`config.mk`:
```
export PLATFORM = sky130hd
export DESIGN_NAME = sum_accumulator_flat
export DESIGN_NICKNAME = d
export VERILOG_FILES = /design/src/rtl/sum_acc_pkg.sv /design/src/rtl/sum_accumulator_if.sv /design/src/rtl/sum_accumulator_acc_add_sat.sv /design/src/rtl/sum_accumulator.sv /design/src/flat_wrapper.sv
export SDC_FILE = /design/constraint.sdc
export NUM_CORES = 1
export LEC_CHECK = 0
export ABC_CLOCK_PERIOD_IN_PS = 4100
export CAP_MARGIN = 20
export CORE_MARGIN = 1.5
export CORE_UTILIZATION = 45
export DETAILED_ROUTE_END_ITERATION = 10
export PLACE_DENSITY = 0.74
export SYNTH_ARGS = -nofsm -noshare
export SYNTH_HDL_FRONTEND = slang
export SYNTH_HIERARCHICAL = 1
export SYNTH_SLANG_ARGS = --single-unit
```
`constraint.sdc`:
```
create_clock -name clk -period 4.1 [get_ports clk]
set_input_delay 0.41 -clock clk [delete_from_list [all_inputs] [get_ports clk]]
set_output_delay 0.41 -clock clk [all_outputs]
set_load 0.005 [all_outputs]
```
`src/rtl/sum_acc_pkg.sv`:
```
// Shared types and defaults for the sum_accumulator block.
// Latency: n/a (declarations only).
// Backpressure: n/a.
//
// Contents: FSM state enum, default widths/batch size, count-width helper.
package sum_acc_pkg;

  typedef enum logic [1:0] {
    IDLE  = 2'd0,  // no samples in the current batch
    ACCUM = 2'd1,  // batch partially filled
    HOLD  = 2'd2   // completed batch presented on the output
  } state_t;

  localparam int DEF_IN_W    = 4;
  localparam int DEF_ACC_W   = 8;
  localparam int DEF_CNT_MAX = 8;

  // Width needed to hold a sample count in the range 0..cnt_max.
  function automatic int cnt_w(input int cnt_max);
    return $clog2(cnt_max + 1);
  endfunction

endpackage

```
`src/rtl/sum_accumulator_if.sv`:
```
// Handshake bundle between the adder-side producer, the accumulator and the result consumer.
// Latency: n/a (wires only).
// Backpressure: in_ready throttles the sample channel, out_ready holds the result channel.
//
// Signals:
//   in_valid/in_ready/in_sum            sample channel (producer -> accumulator)
//   out_valid/out_ready/out_acc/
//   out_count/out_ovf                   result channel (accumulator -> consumer)
// Modports: master = environment side (producer + consumer), slave = accumulator.
interface sum_accumulator_if
  import sum_acc_pkg::*;
#(
  parameter int IN_W    = DEF_IN_W,
  parameter int ACC_W   = DEF_ACC_W,
  parameter int CNT_MAX = DEF_CNT_MAX
) ();

  localparam int CNT_W = cnt_w(CNT_MAX);

  logic             in_valid;
  logic             in_ready;
  logic [IN_W-1:0]  in_sum;
  logic             out_valid;
  logic             out_ready;
  logic [ACC_W-1:0] out_acc;
  logic [CNT_W-1:0] out_count;
  logic             out_ovf;

  modport master (
    output in_valid, in_sum, out_ready,
    input  in_ready, out_valid, out_acc, out_count, out_ovf
  );

  modport slave (
    input  in_valid, in_sum, out_ready,
    output in_ready, out_valid, out_acc, out_count, out_ovf
  );

endinterface

```
`src/rtl/sum_accumulator_acc_add_sat.sv`:
```
// Combinational accumulator adder: acc + zero-extended sample, with carry-out.
// Latency: 0 cycles (pure combinational).
// Backpressure: none.
//
// Ports: i_acc (ACC_W), i_sum (IN_W) in; o_next_acc (ACC_W), o_carry out.
// Build option SUM_ACCUMULATOR_SATURATE_EN: on carry-out the result clamps to all-ones
// instead of wrapping.
module acc_add_sat #(
  parameter int IN_W  = 4,
  parameter int ACC_W = 8
) (
  input  logic [ACC_W-1:0] i_acc,
  input  logic [IN_W-1:0]  i_sum,
  output logic [ACC_W-1:0] o_next_acc,
  output logic             o_carry
);

  localparam int SUM_W = ACC_W + 1;

  logic [ACC_W:0] w_wide;

  // One extra bit so the carry-out is visible without a separate compare.
  assign w_wide  = {1'b0, i_acc} + SUM_W'(i_sum);
  assign o_carry = w_wide[ACC_W];

`ifdef SUM_ACCUMULATOR_SATURATE_EN
  // Once clamped, acc stays at all-ones: any further non-zero add carries again.
  assign o_next_acc = o_carry ? {ACC_W{1'b1}} : w_wide[ACC_W-1:0];
`else
  assign o_next_acc = w_wide[ACC_W-1:0];
`endif

endmodule

```
`src/rtl/sum_accumulator.sv`:
```
// Batch accumulator for adder sums: totals CNT_MAX samples, then presents total/count/overflow.
// Latency: out_valid rises one cycle after the edge that accepts the last sample of a batch.
// Backpressure: result held while out_ready=0; in_ready=0 in HOLD and during clear (no bypass).
//
// Ports: clk, rst_n (sync, active-low), clear (sync batch abort), bus (sum_accumulator_if.slave).
// Build option SUM_ACCUMULATOR_SATURATE_EN: saturate acc instead of wrapping (see acc_add_sat).
module sum_accumulator
  import sum_acc_pkg::*;
#(
  parameter int IN_W    = DEF_IN_W,
  parameter int ACC_W   = DEF_ACC_W,
  parameter int CNT_MAX = DEF_CNT_MAX
) (
  input  logic             clk,
  input  logic             rst_n,
  input  logic             clear,
  sum_accumulator_if.slave bus
);

  localparam int CNT_W = cnt_w(CNT_MAX);
  localparam logic [CNT_W-1:0] CNT_LAST = CNT_W'(CNT_MAX);

  state_t           r_state, w_state_nxt;
  logic [ACC_W-1:0] r_acc, w_acc_nxt;
  logic [CNT_W-1:0] r_cnt, w_cnt_nxt;
  logic             r_ovf, w_ovf_nxt;
  logic             r_out_vld;

  logic             w_in_rdy;
  logic             w_accept;
  logic [CNT_W-1:0] w_cnt_inc;
  logic [ACC_W-1:0] w_add_acc;
  logic             w_add_carry;

  acc_add_sat #(
    .IN_W  (IN_W),
    .ACC_W (ACC_W)
  ) u_add (
    .i_acc      (r_acc),
    .i_sum      (bus.in_sum),
    .o_next_acc (w_add_acc),
    .o_carry    (w_add_carry)
  );

  assign w_in_rdy  = (r_state != HOLD) && !clear;
  assign w_accept  = bus.in_valid && w_in_rdy;
  assign w_cnt_inc = r_cnt + CNT_W'(1);

  // Next-state / datapath
  always_comb begin
    w_state_nxt = r_state;
    w_acc_nxt   = r_acc;
    w_cnt_nxt   = r_cnt;
    w_ovf_nxt   = r_ovf;

    if (clear) begin
      w_state_nxt = IDLE;
      w_acc_nxt   = '0;
      w_cnt_nxt   = '0;
      w_ovf_nxt   = 1'b0;
    end else begin
      case (r_state)
        IDLE: begin
          if (w_accept) begin
            // First sample loads directly; nothing to add to.
            w_acc_nxt   = ACC_W'(bus.in_sum);
            w_cnt_nxt   = CNT_W'(1);
            w_ovf_nxt   = 1'b0;
            w_state_nxt = (CNT_MAX == 1) ? HOLD : ACCUM;
          end
        end
        ACCUM: begin
          if (w_accept) begin
            w_acc_nxt = w_add_acc;
            w_cnt_nxt = w_cnt_inc;
            w_ovf_nxt = r_ovf | w_add_carry;
            if (w_cnt_inc == CNT_LAST) begin
              w_state_nxt = HOLD;
            end
          end
        end
        HOLD: begin
          // out_valid is high throughout HOLD, so out_ready alone completes the handshake.
          if (bus.out_ready) begin
            w_state_nxt = IDLE;
            w_acc_nxt   = '0;
            w_cnt_nxt   = '0;
            w_ovf_nxt   = 1'b0;
          end
        end
        default: begin
          w_state_nxt = IDLE;
          w_acc_nxt   = '0;
          w_cnt_nxt   = '0;
          w_ovf_nxt   = 1'b0;
        end
      endcase
    end
  end

  // State register
  always_ff @(posedge clk) begin
    if (!rst_n) begin
      r_state   <= IDLE;
      r_acc     <= '0;
      r_cnt     <= '0;
      r_ovf     <= 1'b0;
      r_out_vld <= 1'b0;
    end else begin
      r_state   <= w_state_nxt;
      r_acc     <= w_acc_nxt;
      r_cnt     <= w_cnt_nxt;
      r_ovf     <= w_ovf_nxt;
      // Registered copy of (state==HOLD) so out_valid comes straight from a flop.
      r_out_vld <= (w_state_nxt == HOLD);
    end
  end

  assign bus.in_ready  = w_in_rdy;
  assign bus.out_valid = r_out_vld;
  assign bus.out_acc   = r_acc;
  assign bus.out_count = r_cnt;
  assign bus.out_ovf   = r_ovf;

endmodule

```
`src/flat_wrapper.sv`:
```
// flat-port wrapper written by rule: the top's interface ports become plain ports
module sum_accumulator_flat import sum_acc_pkg::*;
#(
  parameter int IN_W    = DEF_IN_W,
  parameter int ACC_W   = DEF_ACC_W,
  parameter int CNT_MAX = DEF_CNT_MAX
)
  (clk, rst_n, clear, bus_in_valid, bus_in_sum, bus_out_ready, bus_in_ready, bus_out_valid, bus_out_acc, bus_out_count, bus_out_ovf);
  sum_accumulator_if #(.IN_W(IN_W), .ACC_W(ACC_W), .CNT_MAX(CNT_MAX)) bus_i ();
  input  logic clk;
  input  logic rst_n;
  input  logic clear;
  input wire logic [$bits(bus_i.in_valid)-1:0] bus_in_valid;
  input wire logic [$bits(bus_i.in_sum)-1:0] bus_in_sum;
  input wire logic [$bits(bus_i.out_ready)-1:0] bus_out_ready;
  output wire logic [$bits(bus_i.in_ready)-1:0] bus_in_ready;
  output wire logic [$bits(bus_i.out_valid)-1:0] bus_out_valid;
  output wire logic [$bits(bus_i.out_acc)-1:0] bus_out_acc;
  output wire logic [$bits(bus_i.out_count)-1:0] bus_out_count;
  output wire logic [$bits(bus_i.out_ovf)-1:0] bus_out_ovf;
  assign bus_i.in_valid = bus_in_valid;
  assign bus_i.in_sum = bus_in_sum;
  assign bus_i.out_ready = bus_out_ready;
  assign bus_in_ready = bus_i.in_ready;
  assign bus_out_valid = bus_i.out_valid;
  assign bus_out_acc = bus_i.out_acc;
  assign bus_out_count = bus_i.out_count;
  assign bus_out_ovf = bus_i.out_ovf;
  sum_accumulator #(.IN_W(IN_W), .ACC_W(ACC_W), .CNT_MAX(CNT_MAX)) u_core (.clk(clk), .rst_n(rst_n), .clear(clear), .bus(bus_i));
endmodule
```
==> out/metrics.cfg, run 1 <==
[outcome]
status = completed

[logic_synthesis]
yosys.area.top_type = dfxtp_1
synth_nets = 133
async_flop_share_pct = 0
syn_area_um2 = 960
synth_warnings = 6
synthTopCellsByArea = dfxtp_1 (33%), a21oi_1 (9.4%), ha_1 (6.5%), nand2_1 (5.5%), nor2_1 (4.7%)
synth_top_area_share_pct = 33.4
syn_inst = 118
yosysMostFrequentCell = a21oi_1
ys_ff_latch = 16
yosysUniqueCellTypes = 35
syn_area_per_cell_um2 = 8.13
synthFlopType = dfxtp_1
ys_seq_area_share_pct = 33.4
yosys-top-cells-count = a21oi_1 (18), dfxtp_1 (16), nand2_1 (14)
synth-edff-count = 0

[sta]
period_needed_ns = 2.07
final-setup-viol-count = 0
rsz0062_at_grt = no
hold_ws_ns = 0.489
worst_pin_slew_ns = 0.445
setup-tns-final_ns = 0
finalMaxSlewViolations = 0
hold_violations = 0
finalClockSkew_ns = 0.00239
fmax_mhz = 483
finalCritPeriodShare_pct = 50.5
max-slew-margin-rel_pct = 70.3

[critical_path]
crit_arrival_ns = 2.28
required_ns = 4.31
rr_worst_depth = 7
reg2reg_to = u_core/bus.out_acc[6]$_SDFFE_PP0P_
critical_path_class = input port to register
r2r_setup_slack_ns = 2.27
endpoint = u_core/bus.out_acc[6]$_SDFFE_PP0P_
critPathCaptureType = register
crit_fanout = 3
r2r_start = u_core/bus.out_acc[0]$_SDFFE_PP0P_
startpoint = bus_in_sum[0]
crit_path_start_kind = input port

[finish]
finish.instance_area_um2 = 1210
n_antenna_cell = 0
syn2layout_area_growth_pct = 25.9
final_cells = 166
nets = 156
drive_above_1_share_pct = 3.60

[pwr]
ir_drop_mv = 0.198
total_power_mw = 0.277
power.leakage_nw = 0.437
power.density_nw_per_um2 = 229

[placement]
gp_congestion = 0.810
dpl.cell_count = 163
placed_cell_area_um2 = 1190
hpwl_mm = 1.51
io_buffers = 23

[die]
die_h_um = 49.2
core_area_um2 = 1980
rows = 16
dieArea_um2 = 2420
fp.dieW_um = 49.2
start_util_pct = 48.4
io_pins = 24

[drt]
via_per_inst = 5.33
vias = 885
drt-total-wl_mm = 2.05
drc = 0
first_pass_iters = 4
drtIter0Drc = 30
routedWlPerCell_um = 12.3
antenna_left = 0

[global_routing]
grt_max_degree = 13
grt_pass1_vias = 765
antenna_found_initial = 0
gr-total-overflow = 0
grt_pass1_wl_mm = 3.40
grt_use_total_pct = 18.0

[clock_network]
clkSinkCount = 16
numCtsBuffers = 3
cts-root-buf = clkbuf_4
postCtsHoldBufs = 0
postCtsSetupBuffers = 0
cts_tree = done
clk_latency_ns = 0.28
clk_path_buf_depth = 2
post_cts_resized = 0
clk_pin_slew_ns = 0.08
htree_levels = 1

[min_path]
hp-class = register to register
hold_path_depth = 2

[flow_run]
cap_viol_max_count = 0

-- critical path, stage by stage --
cell	delay [ns]
clkdlybuf4s50_1	0.43
ha_1	0.24
fa_1	0.41
a21o_2	0.23
a32oi_1	0.22
xnor2_1	0.15
nand2_1	0.06
a21oi_1	0.13
-- kinds of logic (layout without fill, tap and decap cells) --
family,Yosys count,after routing,share of synthesized area (%)
adder cells (fa/ha/maj),6,6,8.61
XOR/XNOR,7,7,6.39
AND/OR/NAND/NOR,45,45,21.5
multiplexers,4,4,4.17
buffers and inverters,8,29,5.08
AO/OA/AOI/OAI,32,32,20.9
flip-flops,16,16,33.4
-- worst min path at each step --
stage,from,endpoint,slack [ns]
after floorplan,u_core/bus.out_ovf$_SDFFE_PP0P_,u_core/bus.out_ovf$_SDFFE_PP0P_,0.46
after global placement,u_core/bus.out_ovf$_SDFFE_PP0P_,u_core/bus.out_ovf$_SDFFE_PP0P_,0.47
after detailed placement,u_core/bus.out_ovf$_SDFFE_PP0P_,u_core/bus.out_ovf$_SDFFE_PP0P_,0.48
after CTS,u_core/bus.out_acc[7]$_SDFFE_PP0P_,u_core/bus.out_acc[7]$_SDFFE_PP0P_,0.49
after global routing,u_core/bus.out_acc[6]$_SDFFE_PP0P_,u_core/bus.out_acc[6]$_SDFFE_PP0P_,0.54
final,u_core/bus.out_acc[7]$_SDFFE_PP0P_,u_core/bus.out_acc[7]$_SDFFE_PP0P_,0.49
-- where the power goes --
group / internal, mW / switching (mW) / total, mW / leakage [nW]
sequential: 0.157 / 0.00320 / 0.160 / 0.129
combinational: 0.0206 / 0.0192 / 0.0397 / 0.293
clock: 0.0340 / 0.0432 / 0.0772 / 0.0138
total: 0.212 / 0.0655 / 0.277 / 0.437
-- layout make-up --
| type | instances | area [um2] |
|---|---|---|
| Fill cell | 178 | 773 |
| Timing Repair Buffer | 23 | 230 |
| Tap cell | 27 | 33.8 |
| Inverter | 3 | 11.3 |
| Clock buffer | 3 | 22.5 |
| Multi-Input combinational cell | 94 | 591 |
| Sequential cell | 16 | 320 |
-- state kept, by name (all words and copies together), names as in the netlist --
signal,count
u_core/bus.out_valid,1
u_core/bus.out_acc,8
u_core/r_state,2
u_core/bus.out_count,4
u_core/bus.out_ovf,1
-- stage by stage --
stage / setup WS [ns] / utilization, %
floorplan: 2.31 / -
global placement: 1.79 / 59.8
detailed placement: 1.77 / 59.8
CTS: 2.02 / 61.0
global route: 1.93 / 61.0
finish: 2.03 / 61.0
-- placed cells by master, fill, tap and decap left out, types with 2 or more instances in the layout --
cell type	instances
xor2_1	3
nor3_1	5
a21oi_1	18
nand3_1	5
nand2b_1	3
mux2i_1	4
a211o_1	2
ha_1	5
inv_1	3
dfxtp_1	16
nor2_1	12
nand2_1	14
clkbuf_4	3
a21o_1	2
xnor2_1	4
clkdlybuf4s50_1	23
-- per-layer routing --
layer | track usage, % | part of all wire [%]
met1 | 23.7 | 51
met3 | 5.52 | 5.1
met5 | 0 | 0
met2 | 28.6 | 43
met4 | 4.29 | 0.59
Power figures use the tool's default switching activity.
==> inputs of run 2 (changes only) <==
ABC_CLOCK_PERIOD_IN_PS = 2200   (was 4100)
clock period = 2.2 ns   (was 4.1 ns; I/O delays follow)
==> run 2 against run 1 <==
Net effect:
- power is 87% higher
- critical path depth did not move
- via count increased by 2.0%
- design area rose by 0.62%
- setup slack worse by 1.7 ns
- critical endpoint unchanged
- highest routed layer unchanged
==> out/metrics.cfg, run 2 (synthesized netlist as in run 1, its figures left out) <==
[die]
start_util_pct = 48.4
die_h_um = 49.2
fp.dieW_um = 49.2
core_area_um2 = 1980
dieArea_um2 = 2420
io_pins = 24
rows = 16

[pwr]
power.leakage_nw = 0.442
pwr-share-clk_pct = 27.9
total_power_mw = 0.518
p_seq_share_pct = 57.3
switching_share_pct = 23.6
power.density_nw_per_um2 = 426
comb_power_share_pct = 14.8
switching_power_mw = 0.122
internal_power_mw = 0.395
ir_drop_mv = 0.467

[drt]
drt-total-wl_mm = 2.00
routedWlPerCell_um = 12.0
antenna_left = 0
vias = 903
drc = 0
drtIter0Drc = 30
via_per_inst = 5.41
first_pass_iters = 4

[global_routing]
antenna_found_initial = 0
grt_pass1_vias = 775
grt_pass1_wl_mm = 3.39
grt_max_degree = 13
gr-total-overflow = 0
grt_use_total_pct = 18.1

[finish]
n_antenna_cell = 0
layout_commonest_cell = clkdlybuf4s50_1
drive_above_1_share_pct = 4.29
syn2layout_area_growth_pct = 26.7
largest_reg_flops = 8
final_util_pct = 61.4
final_cell_mix = clkdlybuf4s50_1 (23), a21oi_1 (18), dfxtp_1 (16)
nets = 157
nFillCells = 185

[critical_path]
critical_path_class = input port to register
crit_arrival_ns = 2.08
crit_chain = clkdlybuf4s50_1, ha_1, fa_1, a21o_2, a32oi_1, xnor2_1, nand2_1, a21oi_1
required_ns = 2.42
rr_worst_depth = 7
critPathSlowestCell = clkdlybuf4s50_1
critPathCaptureType = register
slowest_delay_ns = 0.43
crit_fanout = 3
crit_path_start_kind = input port

[sta]
rsz0062_at_grt = no
final-setup-viol-count = 0
finalMaxSlewViolations = 0
hold_violations = 0
fmax_mhz = 538
setup-tns-final_ns = 0
period_needed_ns = 1.86
finalClockSkew_ns = 0.00293
finalCritPeriodShare_pct = 84.5
max-slew-margin-rel_pct = 74.9
worst_pin_slew_ns = 0.376

[placement]
gp_congestion = 0.825
io_buffers = 23
hpwl_mm = 1.52

[clock_network]
clk_pin_slew_ns = 0.08
postCtsHoldBufs = 0
clkSinkCount = 16
cts_tree = done
cts-root-buf = clkbuf_4
clk_latency_ns = 0.28
numCtsBuffers = 3
htree_levels = 1
postCtsSetupBuffers = 0
post_cts_resized = 0
clk_path_buf_depth = 2

[outcome]
status = completed

[min_path]
hp-class = register to register
hold_path_depth = 2

[flow_run]
cap_viol_max_count = 0

run 2: cell types whose count changed in the layout (fill, tap and decap cells not counted), sizes merged:
cell,delta
buf,+1
run 2: area by class of cell:
cell class | instances | area (um2) | share of cell area (%)
Clock buffer | 3 | 22.5 | 1.85
Inverter | 3 | 11.3 | 0.926
Multi-Input combinational cell | 94 | 591 | 48.6
Sequential cell | 16 | 320 | 26.3
Tap cell | 27 | 33.8 | 2.78
Timing Repair Buffer | 24 | 238 | 19.5
run 2: final timing paths:
check / slack, ns / endpoint / start
worst max-delay path: 0.34 / u_core/bus.out_acc[6]$_SDFFE_PP0P_ / bus_in_sum[0]
worst min-delay path: 0.49 / u_core/bus.out_acc[7]$_SDFFE_PP0P_ / u_core/bus.out_acc[7]$_SDFFE_PP0P_
worst max register to register: 0.38 / u_core/bus.out_acc[6]$_SDFFE_PP0P_ / u_core/bus.out_acc[0]$_SDFFE_PP0P_
worst min register to register: 0.49 / u_core/bus.out_acc[7]$_SDFFE_PP0P_ / u_core/bus.out_acc[7]$_SDFFE_PP0P_
run 2: stage by stage:
| step | std cells | cell area (um2) | hold slack (ns) | worst slack, ns |
|---|---|---|---|---|
| floorplan | 118 | 960 | 0.384 | 0.472 |
| global placement | 164 | 1190 | 0.473 | 0.0778 |
| detailed placement | 164 | 1190 | 0.474 | 0.0681 |
| CTS | 167 | 1220 | 0.494 | 0.353 |
| global route | 167 | 1220 | 0.534 | 0.249 |
| finish | 167 | 1220 | 0.491 | 0.342 |
run 2: layer usage:
layer | wire length [um] | up-vias | global-route usage (%)
li1 | - | 460 | -
met1 | 965 | 410 | 23.4
met2 | 899 | 31 | 30.2
met3 | 133 | 2 | 5.21
met4 | 4 | 0 | 2.86
met5 | 0 | - | 0
run 2: worst max-delay path: cells and delay by family:
family | cells | cell delay, ns
buf+inv | 1 | 0.43
simple gates | 1 | 0.06
compound gates | 3 | 0.58
xor+xnor | 1 | 0.15
fa+ha+maj | 2 | 0.64
run 2: power groups by stage:
stage,Clock (mW),Sequential (mW),Combinational (mW)
floorplan,0,0.302,0.0471
global placement,0,0.304,0.0748
detailed placement,0,0.304,0.0761
CTS,0.154,0.297,0.0766
global route,0.170,0.298,0.0841
finish,0.144,0.297,0.0767
==> inputs of run 3 (changes only) <==
ABC_CLOCK_PERIOD_IN_PS = 1700   (was 2200)
CORE_UTILIZATION = 43   (was 45)
clock period = 1.7 ns   (was 2.2 ns; I/O delays follow)
==> run 3 against run 2 <==
Net effect:
- sequential share of layout area is 2.7 points lower
- utilization is 6.5 points higher
- register-to-register slack got worse by 0.36 ns
- critical endpoint unchanged
==> out/metrics.cfg, run 3 (synthesized netlist as in run 1, its figures left out) <==
[clock_network]
cts_tree = done
clk_path_buf_depth = 2
htree_levels = 1
clkSinkCount = 16
clk_latency_ns = 0.28
postCtsSetupBuffers = 0
clk_pin_slew_ns = 0.09
cts-root-buf = clkbuf_4
postCtsHoldBufs = 0
numCtsBuffers = 3

[sta]
finalCritPeriodShare_pct = 98.8
fmax_mhz = 595
period_needed_ns = 1.68
rsz0062_at_grt = yes
worst_pin_slew_ns = 0.373
fin_ws_ns = 0.0200
hold_violations = 0
final-setup-viol-count = 0
finalMaxSlewViolations = 0
max-slew-margin-rel_pct = 75.1
finalClockSkew_ns = 0.00404

[critical_path]
crit_path_start_kind = register
worst-path-stages = 7
cp.buffers_inverters = 0
critical_path_class = register to register
r2r_start = u_core/bus.out_acc[0]$_SDFFE_PP0P_
startpoint = u_core/bus.out_acc[0]$_SDFFE_PP0P_
crit_arrival_ns = 1.89
crit_fanout = 2
critPathCaptureType = register
critPathSlowestCell = fa_2
slowest_delay_ns = 0.39
rr_worst_depth = 7
required_ns = 1.91
crit_chain = ha_4, fa_2, a21o_4, a32oi_2, xnor2_1, nand2_1, a21oi_1
crit_family = adder cells

[drt]
drc = 0
antenna_left = 0
drtIter0Drc = 19
routedWlPerCell_um = 12.5
drt-total-wl_mm = 2.24
via_per_inst = 5.21
vias = 932
first_pass_iters = 4

[finish]
final_cell_mix = clkdlybuf4s50_1 (21), a21oi_1 (16), nand2_1 (14)
layout_commonest_cell = clkdlybuf4s50_1
syn2layout_area_growth_pct = 42.9
finish.instance_area_um2 = 1370
largest_reg_flops = 8
nets = 169
drive_above_1_share_pct = 17.8
n_antenna_cell = 0

[die]
core_area_um2 = 2020
start_util_pct = 47.5
rows = 16
fp.dieW_um = 50.2
dieArea_um2 = 2520
die_h_um = 50.2
io_pins = 24

[global_routing]
grt_max_degree = 12
grt_pass1_vias = 857
grt_pass1_wl_mm = 3.64
antenna_found_initial = 0
grt_use_total_pct = 18.6
gr-total-overflow = 0

[placement]
placed_cell_area_um2 = 1290
gp_congestion = 0.796
pre_cts_ws_ns = -0.338
hpwl_mm = 1.70
io_buffers = 23

[pwr]
power.leakage_nw = 0.537
total_power_mw = 0.702
ir_drop_mv = 0.543
power.density_nw_per_um2 = 512

[min_path]
hp-class = input port to register
hp-start = bus_in_sum[0]
hold_path_depth = 5

[flow_run]
cap_viol_max_count = 0

[outcome]
status = completed

==> run 3: cell count changes in the layout (fill, tap and decap cells not counted), sizes merged <==
cell	before	now
dlymetal6s2s	0	2
clkdlybuf4s50	23	21
buf	1	13
==> run 3: where the power goes <==
group	total, mW	internal, mW	switching, mW
clock	0.192	0.0822	0.110
sequential	0.385	0.379	0.00602
combinational	0.124	0.0678	0.0567
total	0.702	0.529	0.173
==> run 3: worst paths after layout <==
kind                                                           end  slack [ns]
worst min register to register     u_core/bus.out_ovf$_SDFFE_PP0P_        0.49
worst max register to register  u_core/bus.out_acc[6]$_SDFFE_PP0P_        0.02
worst max-delay path            u_core/bus.out_acc[6]$_SDFFE_PP0P_        0.02
worst min-delay path            u_core/bus.out_acc[0]$_SDFFE_PP0P_        0.43
==> run 3: worst register-to-register path, cell delays in order (launching register included) <==
cell     delay, ns
dfxtp_2       0.34
ha_4          0.16
fa_2          0.39
a21o_4        0.22
a32oi_2       0.18
xnor2_1       0.14
nand2_1       0.06
a21oi_1       0.11
==> run 3: per-layer routing <==
metal / GRT usage [%] / vias to the layer above / part of all wire, % / wire length (um)
met4: 2.78 / 0 / 0 / 0
met1: 24.2 / 430 / 49 / 1100
met5: 0 / - / 0 / 0
met3: 5.65 / 0 / 4.3 / 96
met2: 30.7 / 17 / 47 / 1050
li1: - / 485 / - / -
==> run 3: cell type report <==
type	instances	area (um2)
fillers	172	651
multi-input cells	94	647
repair buffers	36	333
flip-flops and latches	16	324
well taps	27	33.8
clock buffers	3	22.5
inverters	3	11.3
==> run 3: through the flow <==
stage	utilization [%]	setup TNS [ns]	cells	hold WS, ns
CTS	65.4	0	179	0.492
global route	67.8	-0.177	179	0.423
finish	67.8	0	179	0.432
global placement	63.7	-1.58	176	0.460
detailed placement	63.7	-1.83	176	0.466
floorplan	-	-0.00566	118	0.334
==> run 3: what timing repair did <==
item | 4_1_cts | 5_1_grt
resized for setup | 3 | 11
pin swaps | 1 | 6
cloned | 0 | 0
setup endpoints to repair | 3 | 8
